===== src/rtl/gd_frame_sync.sv =====
// Frame-synchronous hand-off of the game-data bundle to the draw pipeline.
// A bundle is staged on request and copied to the shadow only at frame start.
module gd_frame_sync #(
  parameter int   DATA_WIDTH   = 512,
  parameter logic VS_POL       = 1'b0,
  parameter int   BLINK_FRAMES = 30
) (
  input  logic                  clk,
  input  logic                  rst,
  input  logic                  pix_vs_i,
  input  logic                  gd_valid_i,
  input  logic [DATA_WIDTH-1:0] gd_data_i,
  output logic                  gd_ready_o,
  output logic [DATA_WIDTH-1:0] gd_shadow_o,
  output logic                  commit_o,
  output logic [15:0]           frame_cnt_o,
  output logic                  blink_o,
  output logic                  pending_o
);

  typedef enum logic [1:0] {IDLE, PENDING, COMMIT} state_t;

  localparam logic [7:0] BLINK_LAST = 8'(BLINK_FRAMES - 1);

  state_t                state;
  state_t                state_next;
  logic                  vs_d;
  logic                  fs;
  logic [DATA_WIDTH-1:0] staging;
  logic [7:0]            blink_cnt;

  // Frame start is the first cycle vsync sits at its active level.
  assign fs = (pix_vs_i == VS_POL) && (vs_d != VS_POL);

  always_comb begin
    state_next = state;
    gd_ready_o = 1'b0;
    pending_o  = 1'b0;
    commit_o   = 1'b0;
    case (state)
      IDLE: begin
        gd_ready_o = !rst;
        if (gd_valid_i) state_next = PENDING;
      end
      PENDING: begin
        pending_o = 1'b1;
        if (fs) state_next = COMMIT;
      end
      COMMIT: begin
        commit_o   = 1'b1;
        state_next = IDLE;
      end
      default: state_next = IDLE;
    endcase
  end

  always_ff @(posedge clk) begin
    if (rst) begin
      state       <= IDLE;
      vs_d        <= VS_POL;
      staging     <= '0;
      gd_shadow_o <= '0;
      frame_cnt_o <= '0;
      blink_cnt   <= '0;
      blink_o     <= 1'b0;
    end else begin
      state <= state_next;
      vs_d  <= pix_vs_i;
      if (state == IDLE && gd_valid_i) staging <= gd_data_i;
      if (state == PENDING && fs) gd_shadow_o <= staging;
      // Both counters advance on every frame start regardless of the hand-off state.
      if (fs) begin
        frame_cnt_o <= frame_cnt_o + 16'd1;
        if (blink_cnt == BLINK_LAST) begin
          blink_cnt <= '0;
          blink_o   <= ~blink_o;
        end else begin
          blink_cnt <= blink_cnt + 8'd1;
        end
      end
    end
  end

endmodule

===== config.mk =====
export PLATFORM = sky130hd
export DESIGN_NAME = gd_frame_sync
export DESIGN_NICKNAME = d
export VERILOG_FILES = /design/src/rtl/gd_frame_sync.sv
export SDC_FILE = /design/constraint.sdc
export NUM_CORES = 2
export LEC_CHECK = 0
export ABC_AREA = 1
export BUFFER_PORTS_ARGS = -buffer_cell sky130_fd_sc_hd__buf_4
export CORE_AREA = 10 10 394 396
export CTS_BUF_LIST = sky130_fd_sc_hd__clkbuf_4
export DETAILED_ROUTE_END_ITERATION = 8
export DIE_AREA = 0 0 404 406
export GPL_ROUTABILITY_DRIVEN = 0
export PLACE_DENSITY = 0.5
export RECOVER_POWER = 50
export SLEW_MARGIN = 25
export SYNTH_ARGS = -nofsm -noshare
export SYNTH_HDL_FRONTEND = slang
export SYNTH_SLANG_ARGS = --single-unit

===== constraint.sdc =====
create_clock -name clk -period 4.1 [get_ports clk]
set_clock_uncertainty 0.15 [all_clocks]
set_input_delay 0.41 -clock clk [delete_from_list [all_inputs] [get_ports clk]]
set_output_delay 0.41 -clock clk [all_outputs]
set_load 0.01 [all_outputs]

==> flow_metrics.env <==
export IMPL_cp_start_kind="input port"
export IMPL_worstSetupPathType="input port to flop"
export IMPL_cp_cell_sequence="dlygate4sd3_1 > clkbuf_4 > dlygate4sd3_1 > nor2_8 > nand2_8 > clkbuf_4 > o21ai_0 > nor2_1"
export IMPL_cts_made_buffers=317
export IMPL_synthSimpleGateAreaFrac_pct=22.53
export IMPL_tightest_slew_ns=1.937
export IMPL_area_delta_synth_final_pct=64.38
export IMPL_grt_overflow=0
export IMPL_drive_gt1_share_pct=15.21
export IMPL_nets=7479
export IMPL_clockBufferDepth=4
export IMPL_synth_cell_types=29
export IMPL_die_h_um=406
export IMPL_synth_ff_type="dfxtp_1"
export IMPL_arrival_ns=4.47
export IMPL_power_total_mw=24.40
export IMPL_ys_seq_elements=1052
export IMPL_post_cts_setup_buffers=0
export IMPL_via_count=40000
export IMPL_setup_worst_path_end_class="flop"
export IMPL_cts_tree="yes"
export IMPL_slowest_delay_ns=1.24
export IMPL_violations="capacitance limit, slew limit"
export IMPL_layout_min_cycle_time_ns=3.460
export IMPL_antenna_found_initial=34
export IMPL_crit_slowest_cell="clkbuf_4"
export IMPL_dr_pass1_iters=7
export IMPL_grt_pass1_vias=40200
export IMPL_setup_viol=0
export IMPL_clk_pin_slew_ns=0.07
export IMPL_fmax_mhz=289.0
export IMPL_die_w_um=404
export IMPL_io_pins=1048
export IMPL_whs_ns=0.1223
export IMPL_first_iter_violations=2071
export IMPL_cts_resized_gates=0
export IMPL_yosysTopAreaCellShare_pct=57.64
export IMPL_antenna_left=0
export IMPL_hold_path_class="input port to flop"
export IMPL_grt_max_degree=195
export IMPL_fin_setup_tns_ns=0
export IMPL_min_period_over_period_pct=84.39
export IMPL_post_route_util_pct=40.82
export IMPL_crit_required_ns=5.11
export IMPL_num_rows=141
export IMPL_cts_root_buf="clkbuf_4"
export IMPL_ys_async_sr_fraction_pct=0
export IMPL_dpl_cell_count=7343
export IMPL_finalHoldViolCount=0
export IMPL_synthAdderAreaFrac_pct=0.1027
export IMPL_dpl_hpwl_mm=107.6
export IMPL_synth_cell_area_mm2=0.03654
export IMPL_io_buffer_count=1047
export IMPL_path_max_fanout=151
export IMPL_drc=0
export IMPL_wl_per_cell_um=17.95
export IMPL_wirelength_mm=163.7
export IMPL_status="finished, violations left"
export IMPL_muxShareOfSynthArea_pct=0
export IMPL_syn_instance_count=4638
export IMPL_maxSlewViolCount=255
export IMPL_p_leak_nw=24.29
export IMPL_start_util_pct=24.83
export IMPL_synth_most_common_cell="nor2_1"
export IMPL_grtUsageTotal_pct=19.02
export IMPL_filler_cell_count=15390
export IMPL_viasPerCell=4.385
export IMPL_final_cells=9122
export IMPL_synth_top_family_by_area="simple AND/OR/NAND/NOR gates"
export IMPL_core_mm2=0.1471
export IMPL_slew_headroom_pct=-29.10
export IMPL_synth_compound_area_share_pct=14.28
export IMPL_syn_avg_cell_area_um2=7.877
export IMPL_cts_sinks=1052
export IMPL_grt_pass1_wl_mm=244.5
export IMPL_cts_hold_buf=1227
export IMPL_synth_xor_area_share_pct=0.07192
export IMPL_cap_violations=3
export IMPL_htree_levels=5
export IMPL_yosysSeqAreaShare_pct=57.64
export IMPL_synth_edf_count=0
export IMPL_die_area_mm2=0.1640
export IMPL_ys_top_cells_by_count="nor2_1, dfxtp_1, o21ai_0, clkbuf_1, o21ai_1"
export IMPL_p_per_area_mw_per_mm2=406.3
export IMPL_ys_warn_count=0
export IMPL_yosys_area_top_type="dfxtp_1"
export IMPL_peakVddDrop_mv=0.2219
export IMPL_synthesis_nets=5157
export IMPL_clock_latency_ns=1.20
export IMPL_rsz0062_at_grt="no"
export IMPL_netlist_top_cells_area="dfxtp_1, nor2_1, o21ai_0"
[layer usage]
metal | global-route usage [%] | share of wire [%] | vias to the layer above
li1 | - | - | 19690
met1 | 21.14 | 39 | 18540
met2 | 31.77 | 47 | 1288
met3 | 5.810 | 6.9 | 448
met4 | 11.80 | 6.5 | 26
met5 | 0 | 0.095 | -
[through the flow]
stage | area (um^2) | worst slack (ns)
floorplan | 36540 | 2.629
global placement | 45800 | 1.254
detailed placement | 45800 | 1.226
CTS | 61950 | 1.294
global route | 60050 | 0.5886
finish | 60060 | 0.6400
[placed cells by master (no fill, tap or decap), drive strengths merged]
cell type / n
nor3b: 1
buf: 591
inv: 32
clkinv: 47
o21ai: 1032
ha: 3
or2: 1
o21bai: 1
dlygate4sd3: 1227
and2: 1
clkbuf: 994
nor3: 5
dfxtp: 1052
nand2: 47
nand3b: 1
xnor2: 1
nand3: 14
diode: 27
nand4: 4
xor2: 2
nor2: 2095
bufinv: 5
a21oi: 9
[sequential cells by signal, indices dropped and copies added, names as in the netlist]
register / cells
gd_shadow_o: 512
blink_cnt: 8
state: 2
staging: 512
vs_d: 1
frame_cnt_o: 16
blink_o: 1
[power by group]
part	internal, mW	total [mW]	leakage, nW	switching (mW)
Sequential	10.8	11.1	8.62	0.299
Clock	5.49	10.0	2.34	4.56
Combinational	1.70	3.25	13.3	1.56
Total	18.0	24.4	24.3	6.41
[final timing paths]
kind / startpoint / endpoint / slack (ns) / cells past startpoint
min reg2reg: staging[115] / gd_shadow_o[115] / 0.28 / 2
max reg2reg: state[1] / staging[459] / 0.83 / 6
max: pix_vs_i / gd_shadow_o[209] / 0.64 / 8
min: gd_data_i[492] / staging[492] / 0.12 / 4
[cell families (layout without fill, tap and decap cells)]
kind of cell / count (synthesis) / in the layout
other: 0 / 27
and+or+nand+nor: 2169 / 2169
AOI/OAI and AO/OA: 1042 / 1042
DFF: 1052 / 1052
buffers and inverters: 369 / 2896
xor gates and xnor gates: 3 / 3
adders and majority gates: 3 / 3
[worst max-delay path, delay by kind of cell]
family | cells | cell delay, ns
buffers and inverters | 4 | 2.61
AND/OR/NAND/NOR | 3 | 0.64
AO/OA/AOI/OAI | 1 | 0.45
[area by class of cell]
type | count | area [um^2] | share of cell area, %
sequential | 1052 | 21060 | 35.07
timing repair buffer | 2343 | 18970 | 31.59
multi-input combinational | 3217 | 13530 | 22.52
clock buffer | 469 | 3521 | 5.863
tap | 1930 | 2415 | 4.021
clock inverter | 55 | 351.6 | 0.5854
inverter | 29 | 145.1 | 0.2417
antenna | 27 | 67.56 | 0.1125
Power figures use the tool's default switching activity.
